## src/rtl/string_pkg.sv

```systemverilog
// Shared constants and state encoding for the string ROM and the draw sequencer.
package string_pkg;

  localparam int unsigned STRING_NUM = 13;
  localparam int unsigned MAX_CHAR   = 11;
  localparam int unsigned CHAR_WIDTH = 5;
  localparam logic [4:0]  SPACE_CODE = 5'd31;

  typedef enum logic [1:0] {
    ST_IDLE,
    ST_FETCH,
    ST_EMIT,
    ST_DONE
  } state_t;

endpackage

```

## src/rtl/string_draw_sequencer_space_lookahead.sv

```systemverilog
// Flags whether any non-space character remains after position idx in a packed string
// (character 0 is the MSB field).
module space_lookahead #(
  parameter int unsigned CW    = 5,
  parameter int unsigned NCHAR = 11,
  parameter int unsigned IW    = 4
) (
  input  logic [CW*NCHAR-1:0] chars,
  input  logic [IW-1:0]       idx,
  output logic                rest_nonspace
);

  import string_pkg::*;

  localparam logic [CW-1:0] SPACE = CW'(SPACE_CODE);

  always_comb begin
    rest_nonspace = 1'b0;
    for (int j = 1; j < NCHAR; j++) begin
      if ((IW'(j) > idx) && (chars[CW*(NCHAR-j)-1 -: CW] != SPACE)) begin
        rest_nonspace = 1'b1;
      end
    end
  end

endmodule

```

## src/rtl/string_draw_sequencer.sv

```systemverilog
// Reads one packed string from string_rom and streams its characters, with pixel
// positions, to the glyph writer over a valid/ready interface.
module string_draw_sequencer #(
  parameter int unsigned STRING_NUM = string_pkg::STRING_NUM,
  parameter int unsigned MAX_CHAR   = string_pkg::MAX_CHAR,
  parameter int unsigned CHAR_WIDTH = string_pkg::CHAR_WIDTH,
  parameter int unsigned CHAR_PIX   = 8,
  parameter int unsigned XW         = 10,
  parameter int unsigned YW         = 10,
  parameter int unsigned ROM_LAT    = 1,
  parameter bit          SKIP_SPACE = 1'b1,
  localparam int unsigned AW        = $clog2(STRING_NUM + 1)
) (
  input  logic                           clk,
  input  logic                           rst,
  input  logic                           req_valid,
  output logic                           req_ready,
  input  logic [AW-1:0]                  req_str_id,
  input  logic [XW-1:0]                  req_x,
  input  logic [YW-1:0]                  req_y,
  output logic [AW-1:0]                  rom_addr,
  input  logic [CHAR_WIDTH*MAX_CHAR-1:0] rom_data,
  output logic                           ch_valid,
  input  logic                           ch_ready,
  output logic [CHAR_WIDTH-1:0]          ch_code,
  output logic [XW-1:0]                  ch_x,
  output logic [YW-1:0]                  ch_y,
  output logic                           ch_last,
  output logic                           busy,
  output logic                           done,
  output logic                           bad_id
);

  import string_pkg::*;

  localparam int unsigned IW = (MAX_CHAR > 1) ? $clog2(MAX_CHAR) : 1;
  localparam int unsigned FW = $clog2(ROM_LAT + 1) + 1;
  localparam int unsigned DW = CHAR_WIDTH * MAX_CHAR;
  localparam logic [CHAR_WIDTH-1:0] SPACE = CHAR_WIDTH'(SPACE_CODE);

  state_t          state, state_n;
  logic [IW-1:0]   idx, idx_n;
  logic [DW-1:0]   char_reg, char_n;
  logic [XW-1:0]   x_org, x_org_n;
  logic [YW-1:0]   y_org, y_org_n;
  logic [FW-1:0]   fcnt, fcnt_n;
  logic            bad, bad_n;
  logic [AW-1:0]   rom_addr_n;

  logic                  req_ready_n, busy_n, done_n, bad_id_n;
  logic                  ch_valid_n, ch_last_n;
  logic [CHAR_WIDTH-1:0] code_n;
  logic [XW-1:0]         ch_x_n;
  logic [YW-1:0]         ch_y_n;
  logic                  rest_nonspace;

  // Next-cycle character under the next index; outputs are registered from it.
  always_comb begin
    code_n = '0;
    for (int j = 0; j < MAX_CHAR; j++) begin
      if (idx_n == IW'(j)) code_n = char_n[DW-1-CHAR_WIDTH*j -: CHAR_WIDTH];
    end
  end

  space_lookahead #(
    .CW    (CHAR_WIDTH),
    .NCHAR (MAX_CHAR),
    .IW    (IW)
  ) u_lookahead (
    .chars         (char_n),
    .idx           (idx_n),
    .rest_nonspace (rest_nonspace)
  );

  // Next state and next registered outputs.
  always_comb begin
    state_n    = state;
    idx_n      = idx;
    char_n     = char_reg;
    x_org_n    = x_org;
    y_org_n    = y_org;
    fcnt_n     = fcnt;
    bad_n      = bad;
    rom_addr_n = rom_addr;

    unique case (state)
      ST_IDLE: begin
        if (req_valid && req_ready) begin
          x_org_n    = req_x;
          y_org_n    = req_y;
          rom_addr_n = req_str_id;
          fcnt_n     = '0;
          if (req_str_id >= AW'(STRING_NUM)) begin
            bad_n   = 1'b1;
            state_n = ST_DONE;
          end else begin
            bad_n   = 1'b0;
            state_n = ST_FETCH;
          end
        end
      end
      ST_FETCH: begin
        if (fcnt == FW'(ROM_LAT)) begin
          char_n  = rom_data;
          idx_n   = '0;
          state_n = ST_EMIT;
        end else begin
          fcnt_n = fcnt + FW'(1);
        end
      end
      ST_EMIT: begin
        // ch_valid is low in EMIT only while a skipped space is being consumed.
        if (!ch_valid || ch_ready) begin
          if (idx == IW'(MAX_CHAR - 1)) begin
            state_n = ST_DONE;
          end else begin
            idx_n = idx + IW'(1);
          end
        end
      end
      ST_DONE: begin
        state_n = ST_IDLE;
      end
      default: begin
        state_n = ST_IDLE;
      end
    endcase

    req_ready_n = (state_n == ST_IDLE);
    busy_n      = (state_n != ST_IDLE);
    done_n      = (state_n == ST_DONE);
    bad_id_n    = (state_n == ST_DONE) && bad_n;

    ch_valid_n  = 1'b0;
    ch_last_n   = 1'b0;
    ch_x_n      = '0;
    ch_y_n      = '0;
    if (state_n == ST_EMIT) begin
      ch_valid_n = !(SKIP_SPACE && (code_n == SPACE));
      ch_last_n  = SKIP_SPACE ? !rest_nonspace : (idx_n == IW'(MAX_CHAR - 1));
      ch_x_n     = x_org_n + XW'(idx_n) * XW'(CHAR_PIX);
      ch_y_n     = y_org_n;
    end
  end

  always_ff @(posedge clk) begin
    if (rst) begin
      state     <= ST_IDLE;
      idx       <= '0;
      char_reg  <= '0;
      x_org     <= '0;
      y_org     <= '0;
      fcnt      <= '0;
      bad       <= 1'b0;
      rom_addr  <= '0;
      req_ready <= 1'b0;
      busy      <= 1'b0;
      done      <= 1'b0;
      bad_id    <= 1'b0;
      ch_valid  <= 1'b0;
      ch_code   <= '0;
      ch_x      <= '0;
      ch_y      <= '0;
      ch_last   <= 1'b0;
    end else begin
      state     <= state_n;
      idx       <= idx_n;
      char_reg  <= char_n;
      x_org     <= x_org_n;
      y_org     <= y_org_n;
      fcnt      <= fcnt_n;
      bad       <= bad_n;
      rom_addr  <= rom_addr_n;
      req_ready <= req_ready_n;
      busy      <= busy_n;
      done      <= done_n;
      bad_id    <= bad_id_n;
      ch_valid  <= ch_valid_n;
      ch_code   <= (state_n == ST_EMIT) ? code_n : '0;
      ch_x      <= ch_x_n;
      ch_y      <= ch_y_n;
      ch_last   <= ch_last_n;
    end
  end

endmodule

```

## config.mk

```make
export PLATFORM = sky130hd
export DESIGN_NAME = string_draw_sequencer
export DESIGN_NICKNAME = d
export VERILOG_FILES = /design/src/rtl/string_pkg.sv /design/src/rtl/string_draw_sequencer_space_lookahead.sv /design/src/rtl/string_draw_sequencer.sv
export SDC_FILE = /design/constraint.sdc
export NUM_CORES = 1
export LEC_CHECK = 0
export ABC_AREA = 1
export CORE_ASPECT_RATIO = 2
export CORE_MARGIN = 2
export CORE_UTILIZATION = 45
export CTS_CLUSTER_SIZE = 20
export DETAILED_ROUTE_END_ITERATION = 16
export PLACE_DENSITY = 0.75
export RECOVER_POWER = 100
export SLEW_MARGIN = 10
export SYNTH_ARGS = -nofsm -noshare
export SYNTH_HDL_FRONTEND = slang
export SYNTH_SLANG_ARGS = --single-unit
```

## constraint.sdc

```tcl
create_clock -name clk -period 3 [get_ports clk]
set_clock_uncertainty 0.2 [all_clocks]
set_input_delay 0.3 -clock clk [delete_from_list [all_inputs] [get_ports clk]]
set_output_delay 0.3 -clock clk [all_outputs]
set_load 0.005 [all_outputs]
```

# Yosys cells after proc, flatten, opt, wreduce, memory -nomap -nowiden
# Cells that the tools add are included.
dict set report op_classes {
  bitwise_logic 1
  add_sub_neg 3
  n_lt_le_gt_ge 11
  mux 43
  reduce_logical 24
  eq_ne 30
}
# cell n
set ops {}
lappend ops {{two-way mux 55 bit} 2}
lappend ops {{two-way mux 5 bit} 11}
lappend ops {{!= test 5 bit (second input constant)} 10}
lappend ops {{two-way mux 10 bit} 4}
lappend ops {{equality test 4 x 3 -> 1 bit (second input constant)} 4}
lappend ops {{equality test 4 bit (second input constant)} 4}
lappend ops {{> comparator 3 x 4 -> 1 bit (first input constant)} 4}
lappend ops {{two-way mux 2 bit} 7}
lappend ops {{two-way mux 1 bit} 13}
lappend ops {{> comparator 4 bit (first input constant)} 3}
lappend ops {{logical AND 1 bit} 12}
lappend ops {{two-way mux 4 bit} 3}
lappend ops {{adder 10 x 7 -> 10 bit} 1}
lappend ops {{equality test 2 bit (second input constant)} 4}
lappend ops {{equality test 4 x 2 -> 1 bit (second input constant)} 2}
lappend ops {{> comparator 2 x 4 -> 1 bit (first input constant)} 2}
lappend ops {{one-hot mux 2 bit (4 select lines)} 1}
lappend ops {{one-hot mux 4 bit (2 select lines)} 1}
lappend ops {{equality test 5 bit (second input constant)} 1}
lappend ops {{adder 4 x 1 -> 4 bit (second input constant)} 1}
lappend ops {{equality test 2 x 1 -> 1 bit (second input constant)} 2}
lappend ops {{equality test 4 x 1 -> 1 bit (second input constant)} 1}
lappend ops {{>= comparator 4 bit (second input constant)} 1}
lappend ops {{> comparator 1 x 4 -> 1 bit (first input constant)} 1}
lappend ops {{other kinds (12)} 17}
dict set report totals {
  register_bits 119
  word_cells 129
}

# Depth between registers and ports, before layout
# Gate-level depths: netlist (run 1).
dict set report depth {
  depth_word 18
  depth_mapped 23
}

# Cells and area by module
# From an unflattened synthesis (run 1), not the netlist that was laid out.
dict set report unflattened {
  cells_unflattened 743
  hier_area_um2 5437.7
}
# module cells_per_inst area_each_um2 n_inst
set modules_own_cells {}
lappend modules_own_cells {string_draw_sequencer 690 5193.7 1}
lappend modules_own_cells {space_lookahead 53 244.0 1}

# Least setup slack after synthesis (run 1)
# OpenSTA, ideal clock, no wires.
dict set report synth_path {
  path_type {flip-flop to flip-flop}
  from {reg state[0]}
  to {reg ch_x[7]}
  n_path_buf 2
  synth_period_minus_slack_ns 3.016
  arrival_ns 2.746
  t_required_ns 2.730
  setup_slack_ns -0.016
  stages_incl_launch_ff 16
  cell_sequence {dfxtp_1 inv_1 ha_1 inv_2 nor2_4 buf_1 clkbuf_1 a21oi_1 ha_1 fa_1 nand2_1 inv_1 nor2_1 o21bai_1 or2_2 a21oi_1}
}
dict set report synth_via {
  word_cells_on_any_way 15
  cone_classes {1 x add/sub; 4 x eq/ne; 7 x mux; 1 x bitwise; 2 x reduce/logical}
}
# item line_no
set synth_rtl {}
lappend synth_rtl {{start: declaration} string_draw_sequencer.sv:41} ;# state_t state, state_n;
lappend synth_rtl {{start signal: assignment} string_draw_sequencer.sv:166} ;# state <= state_n;
lappend synth_rtl {{logical NOT 2 bit} string_draw_sequencer.sv:86} ;# unique case (state)
lappend synth_rtl {{two-way mux 10 bit} string_draw_sequencer.sv:86}
lappend synth_rtl {{named net x_org_n[3]} string_draw_sequencer.sv:44} ;# logic [XW-1:0] x_org, x_org_n;
lappend synth_rtl {{adder 10 x 7 -> 10 bit} string_draw_sequencer.sv:141} ;# ch_x_n = x_org_n + XW'(idx_n) * XW'(CHAR_PIX);
lappend synth_rtl {{end signal: assignment} string_draw_sequencer.sv:180} ;# ch_x <= ch_x_n;
lappend synth_rtl {{end: declaration} string_draw_sequencer.sv:26} ;# output logic [XW-1:0] ch_x,
# The timed path passes the listed nets, and every way through them passes these cells.
# A chain may end at the register's enable or synchronous reset.

# Worst setup path in the final report (run 1)
dict set report layout_path {
  from {reg state[1]}
  to {reg ch_last}
}
dict set report layout_via {
  elab_chain_cells 15
  word_cells_on_any_way 55
  cone_classes {10 x order compare; 14 x eq/ne; 17 x mux; 1 x bitwise; 13 x reduce/logical}
}
# item line_no
set layout_rtl {}
lappend layout_rtl {{equality test 2 bit or equality test 2 x 1 -> 1 bit (tied branches)} string_draw_sequencer.sv:86}
lappend layout_rtl {{one-hot mux 4 bit (2 select lines) or two-way mux 55 bit (tied branches)} string_draw_sequencer.sv:86}
lappend layout_rtl {{> comparator 1 x 4 -> 1 bit or != test 5 bit (tied branches)} string_draw_sequencer_space_lookahead.sv:20} ;# if ((IW'(j) > idx) && (chars[CW*(NCHAR-j)-1 -: CW] != SPACE)) begin
lappend layout_rtl {{logical AND 1 bit} string_draw_sequencer_space_lookahead.sv:20}
lappend layout_rtl {{two-way mux 1 bit (10 in series)} string_draw_sequencer_space_lookahead.sv:20}
lappend layout_rtl {{logical NOT 1 bit} string_draw_sequencer.sv:140} ;# ch_last_n = SKIP_SPACE ? !rest_nonspace : (idx_n == IW'(MAX_CHAR - 1));
lappend layout_rtl {{end signal: assignment} string_draw_sequencer.sv:182} ;# ch_last <= ch_last_n;
lappend layout_rtl {{end: declaration} string_draw_sequencer.sv:28} ;# output logic ch_last,
# Parallel ways exist; a longest one is shown, timed or not.

==> impl_results.md, run 1 <==
* Outcome: finished clean
* Reg power frac at 35.0%
* Ant. Diodes at 0
* Ys flop type: dfxtp_1
* 1st-pass router iterations at 5
* Max Buffers Root-to-Sink at 2
* Post-placement cell area at 6770 um^2
* Wire per inst at 14.8 um
* Overflow after GRT at 0
* VDD IR max at 0.000529 V
* Final hold violations at 0
* DR vias/cell at 5.11
* Final net count at 897
* Slew Limit Fails at 0
* Clk sinks at 119
* Post-route ant nets at 0
* Clk pwr share at 41.2%
* Sw power at 1.44 mW
* Layout cell share with drive strength beyond 1 at 14.7%
* Initial DRC count at 276
* Largest net degree at the start of global routing at 87
* PD cells at 689 nW/um^2
* Max reg flops at 55
* Routability cong. at 0.940
* Logic pwr share at 23.7%
* Via count at 4909
* Dpl hpwl at 10500 um
* I/O pins at 118
* Skew-Pair Late Insertion Delay at 0.41 ns
* Number of distinct library cells after synthesis at 46
* TritonCTS Buffers at 17
* Hold EP: rom_addr[0]$_SDFFE_PP0P_
* End-of-flow core utilization at 63.3%
* Top post-synthesis cells by area: dfxtp_1 44%, nor2_1 8.2%, mux2i_1 8.0%
* CP Launch Type: register
* Worst-Margin Slew at 0.879 ns
* Flop2flop setup slack at 0.21 ns
* Post-synth EDFFs at 0
* Synth Warn # at 0
* CTS tree: yes
* Maxcap violations at 0
* Initial antenna violation count at 0
* Synthesized cell area at 5410 um^2
* Sequential fraction of the synthesis area at 44.0%
* H-tree depth at 4
* Post-layout instance area at 7410 um^2
* Rows at 56
* Pint at 3.66 mW
* Synth Area per Inst at 8.02 um^2
* Die Ht at 159 um
* Slew headroom at 41.4%
* Crit Path Category: reg -> reg
* Clock slew at reported path FFs at 0.06 ns
* Port-buffer cells at 117
* Initial Utilization at 46.2%
* Max Fclk at 358 MHz
* Count leader, synth: dfxtp_1
* Leakage power at 3.58 nW
* Drt drc at 0
* CP endpoint kind: register
* Area leader, netlist: dfxtp_1
* Hold path startpoint: rst
* Required time of the critical path at 3.13 ns
* Vias in the first global route at 5089
* Core area at 11700 um^2
* Post-Synthesis Net Count at 769
* Reg2reg end: ch_last$_SDFF_PP0_
* Mapped Cells at 675
* Tmin final at 2.79 ns
* Final setup vio count at 0
* All-Layer GR Usage at 22.8%
* Yosys top cell area share at 44.0%
* R2R depth at 13
* Yosys reg bits at 119
* Async SR Flop Fraction at 0%
* Sw frac at 28.2%
* HP Class: in -> reg
* First-pass GRT wire length at 22700 um
* Period utilisation layout at 93.0%
* Critical Path AT at 2.92 ns
* Peak fanout along the critical path at 16
* Hold depth at 4
* Post-synth top cells: 119 x dfxtp_1, 118 x nor2_1, 75 x nand2_1
* Root buf cell: clkbuf_16
* Die Area at 13000 um^2
* R2r startpoint: state[1]$_SDFF_PP0_
* Die width at 81.5 um
* Final WL at 14300 um
* Layout area overhead at 36.9%
kinds of logic (layout without fill, tap and decap cells):
family | Yosys count | in the layout | share of synthesized area, %
buffers and inverters | 105 | 246 | 8.09
adders and majority gates | 11 | 11 | 2.68
xor gates and xnor gates | 2 | 2 | 0.324
AOI/OAI and AO/OA | 96 | 96 | 10.7
muxes | 43 | 43 | 7.95
and+or+nand+nor | 299 | 299 | 26.2
DFF | 119 | 119 | 44.0
power by group through the flow:
stage	Sequential [mW]	Combinational, mW	Clock (mW)
finish	1.79	1.21	2.10
CTS	1.79	1.20	2.13
floorplan	1.81	0.777	0
global route	1.80	1.35	2.21
detailed placement	1.82	1.18	0
global placement	1.81	1.14	0
metrics by stage:
| step | TNS, ns | std cells | power [mW] | hold slack, ns | worst slack (ns) |
|---|---|---|---|---|---|
| 5_1_grt | -0.0822 | 961 | 5.36 | 0.0867 | -0.0822 |
| 2_1_floorplan | 0 | 675 | 2.59 | 0.235 | 0.124 |
| 6_report | 0 | 961 | 5.11 | 0.0448 | 0.210 |
| 4_1_cts | 0 | 960 | 5.12 | 0.0415 | 0.0650 |
| 3_3_place_gp | 0 | 928 | 2.95 | 0.254 | 0.0871 |
| 3_5_place_dp | -0.0483 | 928 | 3.00 | 0.257 | -0.0483 |
critical path, stage by stage, from the launching register on:
cell and delay (ns):
dfxtp_2 0.33, inv_1 0.11, ha_2 0.24, nand2_2 0.12, inv_2 0.26, or2_2 0.16, o21ai_0 0.10, inv_1 0.12
nand4_1 0.10, o21ai_0 0.35, nand4_1 0.18, a21oi_1 0.15, nand3_1 0.09, nor3_1 0.17
cell usage in the layout, fill, tap and decap left out, types with 6 or more instances in the layout:
master           Yosys  layout
nor3_1               9      10
inv_2                8       8
dlygate4sd3_1        0      35
nor2_1             118     118
a211oi_1             6       6
mux2i_1             43      43
clkbuf_16            0      17
a21oi_1             20      20
nand3b_1             7       7
o21a_1               7       7
clkdlybuf4s50_1      0      81
dfxtp_1            119     116
nand2_2              4       6
or2_2               34      34
inv_1               70      70
nand2_1             75      73
nand3_1             26      26
o21ai_0             39      39
o21ai_1              9       8
buf_4                8       8
ha_1                10       7
final cells by class:
cell class / count / area, um^2
clock buffers: 20 / 437
clock inverters: 12 / 176
fillers: 992 / 4290
inverters: 81 / 308
multi-input cells: 451 / 2620
flip-flops and latches: 119 / 2390
well taps: 145 / 181
repair buffers: 133 / 1310
routing by layer:
metal / share of wire [%] / track usage (%) / up-vias
li1: - / - / 2441
met1: 35 / 22.0 / 2268
met3: 4.3 / 4.82 / 43
met4: 3.9 / 11.6 / 0
met2: 56 / 42.9 / 157
met5: 0 / 0 / -
what timing repair did:
item	4_1_cts	5_1_grt
gates resized for setup	0	11
setup endpoints to repair	0	5
hold buffers	0	0
setup buffers	0	1
how the worst max path moves through the flow:
stage,slack (ns),to,startpoint
after floorplan,0.12,ch_x[7]$_SDFF_PP0_,state[0]$_SDFF_PP0_
after global placement,0.09,ch_x[8]$_SDFF_PP0_,req_valid
after detailed placement,-0.05,ch_x[7]$_SDFF_PP0_,req_valid
after CTS,0.06,ch_x[7]$_SDFF_PP0_,state[1]$_SDFF_PP0_
after global routing,-0.08,ch_valid$_SDFF_PP0_,state[0]$_SDFF_PP0_
final,0.21,ch_last$_SDFF_PP0_,state[1]$_SDFF_PP0_
Power figures use the tool's default switching activity.
==> run 2, diff against run 1 <==
--- a/config.mk
+++ b/config.mk
@@ -6,7 +6,8 @@
 export NUM_CORES = 1
 export LEC_CHECK = 0
 export ABC_AREA = 1
-export CORE_ASPECT_RATIO = 2
+export CAP_MARGIN = 10
+export CORE_ASPECT_RATIO = 1.2
 export CORE_MARGIN = 2
 export CORE_UTILIZATION = 45
 export CTS_CLUSTER_SIZE = 20
==> impl_results.md, run 2 (same netlist as run 1, synthesis figures left out) <==
* Final setup vio count at 0 (unchanged)
* Tmin final at 2.84 ns (+0.0458 ns)
* Layout cell share with drive strength beyond 1 at 14.8% (+0.12 points)
* Initial DRC count at 220 (-20%)
* Critical Path AT at 2.93 ns (about the same)
* Die width at 104 um (+28%)
* Maxcap violations at 0 (unchanged)
* Clk sinks at 119 (unchanged)
* Final WL at 13400 um (-6.0%)
* Port-buffer cells at 117 (unchanged)
* First-pass GRT wire length at 21500 um (-5.2%)
* Crit Path Category: reg -> reg
* H-tree depth at 4 (unchanged)
* Leakage power at 3.58 nW (about the same)
* PD cells at 669 nW/um^2 (-2.8%)
* Post-route ant nets at 0 (unchanged)
* VDD IR max at 0.000388 V (-27%)
* Slew Limit Fails at 0 (unchanged)
* Hold_buf cts at 0 (unchanged)
* Max reg flops at 55 (unchanged)
* Initial antenna violation count at 0 (unchanged)
* CP endpoint kind: register
* Clock slew at reported path FFs at 0.06 ns (about the same)
* Slowest CP cell: dfxtp_2
* Wire per inst at 13.8 um (-7.2%)
* Root buf cell: clkbuf_16
* Largest net degree at the start of global routing at 87 (unchanged)
* Ant. Diodes at 0 (unchanged)
* 1st-pass router iterations at 5 (unchanged)
* CTS tree: yes
* Core area at 11600 um^2 (-0.68%)
* I/O pins at 118 (unchanged)
* Peak fanout along the critical path at 8 (-8)
* Final net count at 897 (unchanged)
* CP max stage delay at 0.37 ns (+0.02 ns)
* Outcome: finished clean
* Via count at 4830 (-1.6%)
* Initial Utilization at 46.6% (+0.32 points)
* Max Buffers Root-to-Sink at 2 (unchanged)
* Setup TNS at 0 ns (unchanged)
* Required time of the critical path at 3.10 ns (-0.03 ns)
* Final hold violations at 0 (unchanged)
* Worst-Margin Slew at 0.883 ns (+0.00347 ns)
* Slew headroom at 41.1% (-0.23 points)
* CP Launch Type: register
* Overflow after GRT at 0 (unchanged)
* Critical path's most frequent cell: nand2_1
* Fill count at 1006 (+1.4%)
* Layout area overhead at 36.4%
* Leading cell type in the layout, fill and taps excluded: nor2_1
* Most frequent cells in the layout: 118 x nor2_1, 116 x dfxtp_1, 81 x clkdlybuf4s50_1
* Die Area at 12900 um^2 (-0.38%)
* Critical path buffer and inverter count at 3 (unchanged)
* Rows at 43 (-23%)
* RSZ-0062 raised after global routing: no
* Cell Chain, Critical Path: inv_1 > ha_1 > inv_1 > nand2_1 > nand2_1 > nand3_1 > nand2_4 > inv_2 > a21oi_4 > nand3_1 > nand3_1 > o21ai_1 > nand2_1 > nand2_1 > nand2_1 > nand2_1 > nand2_1 > nand2_1 > nor2_1 > a21oi_1
* HP Class: in -> reg
* Drt drc at 0 (unchanged)
* Pwr Total at 4.94 mW (-3.3%)
* TritonCTS Buffers at 17 (unchanged)
* Vias in the first global route at 4732 (-7.0%)
* Period utilisation layout at 94.5% (+1.5 points)
* CP top delay family: simple AND/OR/NAND/NOR gates
* Routability cong. at 0.894 (-4.9%)
* Max Fclk at 353 MHz (-1.6%)
* Die Ht at 124 um (-22%)
* All-Layer GR Usage at 21.1% (-1.7 points)
* Dpl hpwl at 9660 um (-7.9%)
* DR vias/cell at 4.96 (-2.8%)
* Skew-Pair Late Insertion Delay at 0.41 ns (about the same)
run 2: changes by cell type in the layout (fill, tap and decap cells not counted), sizes merged:
cell / delta
inv: +5
bufinv: -2
clkbuf: -2
clkinv: +2
clkinvlp: -2
buf: -1
run 2: worst reg2reg max path, delay by kind of cell, from the launching register on:
family,cells,cell delay [ns]
AOI/OAI and AO/OA,3,0.41
DFF,1,0.37
buffers and inverters,3,0.26
adders and majority gates,1,0.33
and+or+nand+nor,13,1.14
run 2: repair_timing:
action                                  CTS  global route
buffers inserted                          0             1
endpoints found under the setup margin    0             4
resized for setup                         0            10
run 2: worst paths after layout:
path | slack [ns] | cells after the start | from | to
worst max-delay path | 0.16 | 20 | idx[0]$_SDFF_PP0_ | ch_valid$_SDFF_PP0_
worst max register to register | 0.16 | 20 | idx[0]$_SDFF_PP0_ | ch_valid$_SDFF_PP0_
worst min-delay path | 0.01 | 4 | rst | rom_addr[1]$_SDFFE_PP0P_
worst min register to register | 0.27 | 2 | rom_addr[3]$_SDFFE_PP0P_ | rom_addr[3]$_SDFFE_PP0P_
run 2: per-stage QoR:
stage               std cells  hold WS [ns]  util, %  area, um^2  setup slack (ns)
floorplan                 675         0.235        -        5410             0.124
global placement          940         0.253     58.2        6770            0.0785
detailed placement        940         0.270     58.2        6770            0.0361
CTS                       972       0.00474     63.3        7360             0.136
global route              973        0.0477     63.5        7380          0.000454
finish                    973        0.0115     63.5        7380             0.164
run 2: area by class of cell:
class	instances	area, um^2	area share, %
well taps	157	196	2.66
multi-input cells	451	2600	35.2
inverters	81	308	4.17
clock inverters	15	166	2.26
repair buffers	133	1300	17.6
clock buffers	17	425	5.76
flip-flops and latches	119	2390	32.3
run 2: report_power, final:
part | internal, mW | leakage (nW) | total, mW | switching, mW
Clock | 1.24 | 0.293 | 2.02 | 0.777
Combinational | 0.505 | 2.32 | 1.14 | 0.632
Sequential | 1.74 | 0.964 | 1.79 | 0.0463
run 2: per-layer routing:
layer,wire length (um),global-route usage [%]
met5,0,0
met4,304,9.63
met3,727,6.02
met2,6700,37.4
met1,5670,23.6
==> run 3, diff against run 2 <==
--- a/config.mk
+++ b/config.mk
@@ -12,6 +12,7 @@
 export CORE_UTILIZATION = 45
 export CTS_CLUSTER_SIZE = 20
 export DETAILED_ROUTE_END_ITERATION = 16
+export HOLD_SLACK_MARGIN = 0.03
 export PLACE_DENSITY = 0.75
 export RECOVER_POWER = 100
 export SLEW_MARGIN = 10
==> impl_results.md, run 3 (same netlist as run 1, synthesis figures left out) <==
* Period utilisation layout at 94.7% (+0.20 points)
* TritonCTS Buffers at 17 (unchanged)
* Final setup vio count at 0 (unchanged)
* PD cells at 669 nW/um^2 (about the same)
* Final WL at 13300 um (-0.42%)
* Leading cell type in the layout, fill and taps excluded: nor2_1
* Post-route ant nets at 0 (unchanged)
* Wire per inst at 13.7 um (-0.52%)
* Dpl cells at 940 (unchanged)
* Post-placement cell area at 6770 um^2 (unchanged)
* Layout area overhead at 36.6%
* DR vias/cell at 4.96 (about the same)
* Post-Layout Cell Count at 974 (+0.10%)
* Clk sinks at 119 (unchanged)
* All-Layer GR Usage at 21.1% (about the same)
* RSZ-0062 raised after global routing: no
* Reg area at 2390 um^2 (unchanged)
* Ant. Diodes at 0 (unchanged)
* Post-Place Setup Slack at 0.0361 ns (unchanged)
* Pwr Total at 4.95 mW (+0.17%)
* End-of-flow core utilization at 63.6% (+0.12 points)
* Drt drc at 0 (unchanged)
* First-pass GRT wire length at 21500 um (about the same)
* Final net count at 898 (+0.11%)
* HP Class: reg -> reg
* Failing checks: capacitance limit, slew limit
* Hold WS at 0.272 ns (+0.261 ns)
* Routability cong. at 0.894 (unchanged)
* Critical Path AT at 2.94 ns (about the same)
* I/O pins at 118 (unchanged)
* Initial antenna violation count at 0 (unchanged)
* Crit Path Category: reg -> reg
* Port-buffer cells at 117 (unchanged)
* Vias in the first global route at 4735 (+0.063%)
* Worst-Margin Slew at 1.70 ns (+0.815 ns)
* Required time of the critical path at 3.10 ns (about the same)
* Layout cell share with drive strength beyond 1 at 15.1% (+0.23 points)
* Final worst setup slack at 0.158 ns (-0.00593 ns)
* Max Buffers Root-to-Sink at 2 (unchanged)
* Root buf cell: clkbuf_16
* Core area at 11600 um^2 (unchanged)
* Leakage power at 3.58 nW (about the same)
* CTS tree: yes
* Multi-input logic area at 2610 um^2 (+0.39%)
* CP endpoint kind: register
* Max reg flops at 55 (unchanged)
* Tmin final at 2.84 ns (+0.00593 ns)
* Initial DRC count at 235 (+6.8%)
* Die Ht at 124 um (unchanged)
* Slew headroom at -13.2% (-54 points)
* Dpl hpwl at 9660 um (unchanged)
* 1st-pass router iterations at 5 (unchanged)
* VDD IR max at 0.000390 V (+0.58%)
* Die width at 104 um (unchanged)
* Die Area at 12900 um^2 (unchanged)
* Via count at 4832 (+0.041%)
* Slew Limit Fails at 87 (+87)
* CP Launch Type: register
* Setup TNS at 0 ns (unchanged)
* Max Fclk at 352 MHz (-0.21%)
* Peak fanout along the critical path at 8 (unchanged)
* Rows at 43 (unchanged)
* Clock slew at reported path FFs at 0.06 ns (about the same)
* Final hold violations at 0 (unchanged)
* Skew-Pair Late Insertion Delay at 0.42 ns (about the same)
* Most frequent cells in the layout: 118 x nor2_1, 116 x dfxtp_1, 81 x clkdlybuf4s50_1
* Fill count at 1005 (-0.099%)
* Overflow after GRT at 0 (unchanged)
* Largest net degree at the start of global routing at 87 (unchanged)
* Post-layout instance area at 7390 um^2 (+0.19%)
* Outcome: finished with violations
* Initial Utilization at 46.6% (unchanged)
* Maxcap violations at 1 (+1)
* H-tree depth at 4 (unchanged)
run 3: cell types whose count changed in the layout (fill, tap and decap cells not counted), moves of 2 or more:
cell / change
clkbuf_2: +2
and2_0: -2
clkbuf_4: -5
buf_4: +3
and2_1: +2
run 3: final timing paths:
kind                             from                  endpoint  slack [ns]  cells after the start
max                 idx[0]$_SDFF_PP0_       ch_valid$_SDFF_PP0_        0.16                     20
min          rom_addr[3]$_SDFFE_PP0P_  rom_addr[3]$_SDFFE_PP0P_        0.27                      2
max reg2reg         idx[0]$_SDFF_PP0_       ch_valid$_SDFF_PP0_        0.16                     20
min reg2reg  rom_addr[3]$_SDFFE_PP0P_  rom_addr[3]$_SDFFE_PP0P_        0.27                      2
run 3: critical path, stage by stage (launching register included):
cell and delay (ns):
dfxtp_2 0.37, inv_1 0.10, ha_1 0.33, inv_1 0.06
nand2_1 0.06, nand2_1 0.07, nand3_1 0.11, nand2_4 0.14
inv_2 0.10, a21oi_4 0.26, nand3_1 0.12, nand3_1 0.12
o21ai_1 0.08, nand2_1 0.07, nand2_1 0.06, nand2_1 0.09
nand2_1 0.09, nand2_1 0.08, nand2_1 0.04, nor2_1 0.09
a21oi_1 0.07
run 3: layout make-up:
type,count,share of cell area (%)
Clock buffer,17,5.75
Multi-Input combinational cell,451,35.3
Sequential cell,119,32.3
Inverter,81,4.16
Clock inverter,15,2.25
Timing Repair Buffer,134,17.6
Tap cell,157,2.66
run 3: timing repair:
item                                    4_1_cts  5_1_grt
endpoints found under the hold margin         3        0
hold buffers                                  1        0
setup buffers                                 0        1
endpoints found under the setup margin        0        4
resized for setup                             0       10
run 3: layer usage:
layer  up-vias  GRT usage, %  part of all wire, %
met3        31          6.02                  5.4
met1      2202          23.7                   42
met5         -             0                    0
li1       2447             -                    -
met2       152          37.4                   50
met4         0          9.63                  2.4
run 3: power breakdown:
part,switching (mW),leakage (nW),total [mW],internal [mW]
logic,0.634,2.32,1.14,0.509
clock network,0.780,0.293,2.02,1.24
registers,0.0464,0.964,1.79,1.74
